File: src/rtl/keccak_state_sequencer.sv
// Loads a 1600-bit state lane-by-lane through the 64-bit memory view, then
// streams it back out slice-by-slice through the 25-bit view.
module keccak_state_sequencer #(
    parameter int LANES  = 25,
    parameter int SLICES = 64
) (
    input  logic        clk,
    input  logic        rst,
    input  logic        start,
    input  logic [0:63] lane_in,
    input  logic        lane_valid,
    output logic        lane_ready,
    output logic [0:24] slice_out,
    output logic        slice_valid,
    input  logic        slice_ready,
    output logic        busy,
    output logic        done,
    output logic        mode,
    output logic [4:0]  adr64,
    output logic [0:63] in64,
    output logic        w64,
    output logic        r64,
    output logic [5:0]  adr25,
    output logic        r25,
    output logic        w25,
    input  logic [0:24] out25
);

    typedef enum logic [2:0] {
        S_IDLE = 3'd0,
        S_LOAD = 3'd1,
        S_WR   = 3'd2,
        S_RD   = 3'd3,
        S_HOLD = 3'd4,
        S_FIN  = 3'd5
    } state_t;

    state_t      state_q, state_d;
    logic [4:0]  li_q, li_d;
    logic [5:0]  si_q, si_d;
    logic        lane_ready_q, lane_ready_d;
    logic [0:24] slice_out_q, slice_out_d;
    logic        slice_valid_q, slice_valid_d;
    logic        busy_q, busy_d;
    logic        done_q, done_d;
    logic        mode_q, mode_d;
    logic [4:0]  adr64_q, adr64_d;
    logic [0:63] in64_q, in64_d;
    logic        w64_q, w64_d;
    logic [5:0]  adr25_q, adr25_d;
    logic        r25_q, r25_d;

    // Next-state and next-output logic; every output flop is loaded with the value for the state being entered.
    always_comb begin
        state_d       = state_q;
        li_d          = li_q;
        si_d          = si_q;
        lane_ready_d  = 1'b0;
        slice_out_d   = slice_out_q;
        slice_valid_d = slice_valid_q;
        done_d        = 1'b0;
        mode_d        = mode_q;
        adr64_d       = adr64_q;
        in64_d        = in64_q;
        w64_d         = 1'b0;
        adr25_d       = adr25_q;
        r25_d         = 1'b0;
        case (state_q)
            S_IDLE: begin
                if (start) begin
                    state_d      = S_LOAD;
                    li_d         = 5'd0;
                    lane_ready_d = 1'b1;
                end else begin
                    state_d = S_IDLE;
                end
            end
            S_LOAD: begin
                if (lane_valid && lane_ready_q) begin
                    state_d = S_WR;
                    in64_d  = lane_in;
                    adr64_d = li_q;
                    w64_d   = 1'b1;
                end else begin
                    lane_ready_d = 1'b1;
                end
            end
            S_WR: begin
                if (li_q == 5'(LANES - 1)) begin
                    state_d = S_RD;
                    si_d    = 6'd0;
                    adr25_d = 6'd0;
                    r25_d   = 1'b1;
                    mode_d  = 1'b1;
                end else begin
                    state_d      = S_LOAD;
                    li_d         = li_q + 5'd1;
                    lane_ready_d = 1'b1;
                end
            end
            S_RD: begin
                // out25 is valid now because r25/adr25/mode were registered on entry
                state_d       = S_HOLD;
                slice_out_d   = out25;
                slice_valid_d = 1'b1;
            end
            S_HOLD: begin
                if (slice_valid_q && slice_ready) begin
                    slice_valid_d = 1'b0;
                    if (si_q == 6'(SLICES - 1)) begin
                        state_d = S_FIN;
                        done_d  = 1'b1;
                    end else begin
                        state_d = S_RD;
                        si_d    = si_q + 6'd1;
                        adr25_d = si_q + 6'd1;
                        r25_d   = 1'b1;
                    end
                end else begin
                    state_d = S_HOLD;
                end
            end
            S_FIN: begin
                state_d = S_IDLE;
                mode_d  = 1'b0;
            end
            default: begin
                state_d = S_IDLE;
                mode_d  = 1'b0;
            end
        endcase
        busy_d = (state_d != S_IDLE);
    end

    // State, index and output registers with synchronous reset.
    always_ff @(posedge clk) begin
        if (rst) begin
            state_q       <= S_IDLE;
            li_q          <= 5'd0;
            si_q          <= 6'd0;
            lane_ready_q  <= 1'b0;
            slice_out_q   <= 25'd0;
            slice_valid_q <= 1'b0;
            busy_q        <= 1'b0;
            done_q        <= 1'b0;
            mode_q        <= 1'b0;
            adr64_q       <= 5'd0;
            in64_q        <= 64'd0;
            w64_q         <= 1'b0;
            adr25_q       <= 6'd0;
            r25_q         <= 1'b0;
        end else begin
            state_q       <= state_d;
            li_q          <= li_d;
            si_q          <= si_d;
            lane_ready_q  <= lane_ready_d;
            slice_out_q   <= slice_out_d;
            slice_valid_q <= slice_valid_d;
            busy_q        <= busy_d;
            done_q        <= done_d;
            mode_q        <= mode_d;
            adr64_q       <= adr64_d;
            in64_q        <= in64_d;
            w64_q         <= w64_d;
            adr25_q       <= adr25_d;
            r25_q         <= r25_d;
        end
    end

    assign lane_ready  = lane_ready_q;
    assign slice_out   = slice_out_q;
    assign slice_valid = slice_valid_q;
    assign busy        = busy_q;
    assign done        = done_q;
    assign mode        = mode_q;
    assign adr64       = adr64_q;
    assign in64        = in64_q;
    assign w64         = w64_q;
    assign adr25       = adr25_q;
    assign r25         = r25_q;
    assign r64         = 1'b0;
    assign w25         = 1'b0;

endmodule

File: config.mk
export PLATFORM = sky130hd
export DESIGN_NAME = keccak_state_sequencer
export DESIGN_NICKNAME = d
export VERILOG_FILES = /design/src/rtl/keccak_state_sequencer.sv
export SDC_FILE = /design/constraint.sdc
export NUM_CORES = 1
export LEC_CHECK = 0
export ABC_AREA = 1
export BUFFER_PORTS_ARGS = -buffer_cell sky130_fd_sc_hd__buf_2
export CAP_MARGIN = 30
export CORE_MARGIN = 2
export CORE_UTILIZATION = 30
export DETAILED_ROUTE_END_ITERATION = 6
export PLACE_DENSITY = 0.59
export SYNTH_ARGS = -nofsm -noshare
export SYNTH_HDL_FRONTEND = slang
export SYNTH_SLANG_ARGS = --single-unit
File: constraint.sdc
create_clock -name clk -period 3.4 [get_ports clk]
set_input_delay 0.34 -clock clk [delete_from_list [all_inputs] [get_ports clk]]
set_output_delay 0.34 -clock clk [all_outputs]
set_load 0.02 [all_outputs]
* Word-level counts from Yosys, hierarchy flattened
Index checks and enable logic that the tools add are counted.
** Storage, ports and cells
- Word-level logic and storage cells :: 72
- Register bits :: 115
- Output and inout bits :: 109
- Input port bits :: 94
** Cells by class
- Equal/unequal tests :: 11
- Mux-type cells :: 27
- Reductions and logical operators :: 15
- Bitwise gates (word level) :: 4
- Add/subtract/negate cells :: 2
** Operator list (number)
- two-way mux 6 bit :: 3
- case mux 3 bit (5 select lines) :: 1
- case mux 6 bit (2 select lines) :: 1
- two-way mux 1 bit :: 11
- two-way mux 5 bit :: 2
- != test 2 bit (second input constant) :: 5
- case mux 5 bit (2 select lines) :: 1
- two-way mux 3 bit :: 3
- adder 6 x 1 -> 6 bit (second input constant) :: 1
- equality test 3 x 2 -> 1 bit (second input constant) :: 2
- equality test 6 bit (second input constant) :: 1
- case mux 1 bit (2 select lines) :: 3
- AND reduction 2 bit :: 3
- nonzero test 2 bit :: 3
- adder 5 x 1 -> 5 bit (second input constant) :: 1
- equality test 5 bit (second input constant) :: 1
- NOT 1 bit :: 4
- AND reduction 4 bit :: 1
- OR reduction 4 bit :: 1
- equality test 3 x 1 -> 1 bit (second input constant) :: 1
- equality test 3 bit (second input constant) :: 1
- zero test 3 bit :: 1
- case mux 1 bit (3 select lines) :: 1
- AND reduction 3 bit :: 1
- other kinds (5) :: 6

* Depth between registers and ports, before layout
- Depth in word-level cells :: 5
- Mapped depth :: 9
- Gate-level depth less buffers :: 9

* Least setup slack after synthesis
No wires, ideal clock.
- Path kind :: register -> register
- Start :: register, netlist name adr25[0]
- End :: register adr25_q[0], in the netlist adr25[0]
- Path buffers :: 0
- Required time :: 3.284 ns
- Period minus slack after synthesis :: 1.504 ns
- Setup slack :: 1.896 ns
- Data arrival time :: 1.388 ns
- Stages on the path, launching flop included :: 9
- Library setup time :: 0.116 ns
- Cells stage by stage :: dfxtp_1 -> ha_1 -> nand2_1 -> nor2_1 -> nand2_1 -> nand2_1 -> nand2_2 -> o21ai_0 -> nor2_1
** RTL lines
- end signal: assignment :: RTL line 165 : adr25_q <= adr25_d;
- end: declaration :: RTL line 50 : logic [5:0] adr25_q, adr25_d;

* Worst setup path in the final report
- Start :: register state_q[2]
- End :: register in64_q, in the netlist in64[46]
** On the way
- Cells in the longest elaborated chain, start to end :: 2
** Ends and longest elaborated chain
- start: declaration :: RTL line 38 : state_t state_q, state_d;
- start signal: assignment :: RTL line 153 : state_q <= state_d;
- equality test 3 x 1 -> 1 bit :: RTL line 68 : case (state_q)
- AND reduction 2 bit (no source line)
- end signal: assignment :: RTL line 163 : in64_q <= in64_d;
- end: declaration :: RTL line 48 : logic [0:63] in64_q, in64_d;
No other way between the ends.
A chain may end at the register's enable or synchronous reset.

==> flow_summary.yaml <==
logic_synthesis:
  avgSynthCellArea_um2: 7.72
  seq_area_frac_synth_pct: 53.6
  synthesis.area_um2: 4300
  synth_cell_types: 24
  synth_top_family_by_area: "simple AND/OR/NAND/NOR gates"
  synthMuxAreaShare_pct: 0
  synth-adder-area-share_pct: 0.873
  synthSimpleGateAreaFrac_pct: 24.5
  synth_compound_area_share_pct: 13.8
  synth_cells: 557
  synth-xor-area-share_pct: 0
  ys_ff_latch: 115
  yosysWarnings: 0
setup_path:
  crit_start: "state_q[2]"
  endpoint_kind: "register"
  cp.arrival_ps: 2120
  cp-endpoint: "in64[46]"
  critPathMaxFanout: 39
  cp.required_ps: 3740
  reg2reg_from: "state_q[2]"
  r2r_slack_ps: 1620
  rr_endpoint: "in64[46]"
  reg2reg_depth: 7
  path_class: "register to register"
  cp-start-kind: "register"
cts:
  cts_sinks: 115
  path_clk_slew_ps: 60
  cts_max_level: 4
  insertion_delay_ps: 410
  numCtsBuffers: 17
  root_buffer: "clkbuf_16"
  ctsHoldBuffers: 0
  post_cts_buffers: 0
  ctsResizeCount: 0
  cts_max_path_buffers: 2
  cts_tree: "built"
timing:
  fin_setup_tns_ps: 0
  maxSlewViolCount: 0
  finalCriticalPeriod_ps: 1780
  layout_setup_ws_ps: 1620
  hold_slack_ps: 148
  worstMarginPinSlew_ps: 696
  fmax_ghz: 0.563
  fin_crit_sh_pct: 52.3
  slew_headroom_pct: 53.5
  skew_ps: 7.99
  hold_violations: 0
  rsz0062_at_grt: "no"
  finalSetupViolCount: 0
detailed_routing:
  first_pass_iters: 4
  postRouteWirelength_um: 11500
  wl_per_cell_um: 12.2
  routed_via_density: 4.39
  drtIter0Drc: 163
  vias: 4130
  drcViolationCount: 0
  detail-route-antenna-nets: 0
floorplan:
  die_y_um: 124
  die_area_um2: 15300
  start_util_pct: 30.8
  rows: 43
  io_pins: 203
  core_area_um2: 13900
  die_w_um: 124
global_route:
  grt_pass1_vias: 3735
  grt_usage_pct: 14.8
  grt_overflow: 0
  grt_pass1_wl_um: 17600
  grt_start_max_net_pins: 74
  antenna_found_initial: 0
run_status:
  status: "finished clean"
cells_and_area:
  fill_cells: 1456
  utilization_pct: 42.9
  synthToLayoutAreaGrowth_pct: 39.2
  register_area_um2: 2300
  final_cell_mix: "207 x nor2_1, 200 x buf_2, 115 x dfxtp_1"
  multi_input_area_um2: 1690
  fin_area_um2: 5980
  instances_no_fill: 940
  final_common_cell: "nor2_1"
  num_antenna_cells: 0
  fin_nets: 844
  drive_gt1_share_pct: 32.8
power_and_ir_drop:
  p_leak_nw: 3.12
  total_power_mw: 3.53
  powerDensity_nw_per_um2: 591
  ir_drop_mv: 0.356
run:
  drv_cap: 0
hold_path:
  hold_path.class: "primary input to register"
placed_design:
  io_buffers: 200
  place_ws_ps: 1550
  place_area_um2: 5340
  gp_congestion: 0.770
  dpl.hpwl_um: 7530
  dp.cells: 908
==> synthesized netlist by cell type, drive strengths merged <==
library cell	instances	area share, %
nor2	210	19
nor3b	1	0.17
o21ai	102	12
conb	1	0.087
buf	18	3.9
clkbuf	15	1.3
nand4	1	0.15
a21oi	16	1.9
inv	23	2.0
nor3	2	0.49
nand3	8	0.93
nand2	42	4.0
dfxtp	115	54
ha	3	0.87
==> worst min path at each step <==
stage	startpoint	end	slack, ps	cells past startpoint
after floorplan	li_q[3]	li_q[3]	460	2
after global placement	mode	mode	460	2
after detailed placement	mode	mode	470	2
after CTS	out25[7]	slice_out[7]	130	3
after global routing	lane_in[47]	in64[47]	140	3
final	lane_in[5]	in64[5]	150	3
==> flip-flops by register name, indices dropped and copies added, names as in the netlist <==
| register | cells |
|---|---|
| mode | 1 |
| done | 1 |
| adr64 | 5 |
| slice_valid | 1 |
| slice_out | 25 |
| r25 | 1 |
| li_q | 5 |
| busy | 1 |
| adr25 | 6 |
| state_q | 3 |
| in64 | 64 |
| w64 | 1 |
| lane_ready | 1 |
==> power by group <==
group | total, mW | internal, mW | leakage [nW] | switching (mW)
Combinational | 0.221 | 0.0853 | 1.89 | 0.135
Sequential | 1.40 | 1.38 | 0.930 | 0.0163
Clock | 1.91 | 1.26 | 0.308 | 0.658
==> worst max-delay path, stage by stage, from the launching register on <==
cell     delay [ps]
dfxtp_1         330
inv_2            60
nand2_2         120
nor3_4           50
inv_2           520
buf_4           420
nor2_1           70
nor2_1          120
==> cells by family (layout without fill, tap and decap cells) <==
family                     after synthesis  in the layout
other                                    1              2
AOI/OAI and AO/OA                      118            118
DFF                                    115            115
adders and majority gates                3              3
and+or+nand+nor                        264            264
buffers and inverters                   56            258
==> per-layer routing <==
layer | global-route usage (%) | routed length, µm | vias to the layer above
met5 | 0 | 0 | -
met4 | 6.68 | 253 | 0
met3 | 6.23 | 884 | 21
met2 | 23.1 | 5280 | 145
met1 | 17.9 | 5060 | 1804
li1 | - | - | 2160
==> area by class of cell <==
class | count | area share (%)
timing repair buffer | 203 | 17.3
inverter | 23 | 1.44
sequential | 115 | 38.5
clock buffer | 18 | 7.34
multi-input combinational | 387 | 28.3
tap | 180 | 3.77
clock inverter | 14 | 3.37
Note: power is estimated with default switching activity, not from simulation.
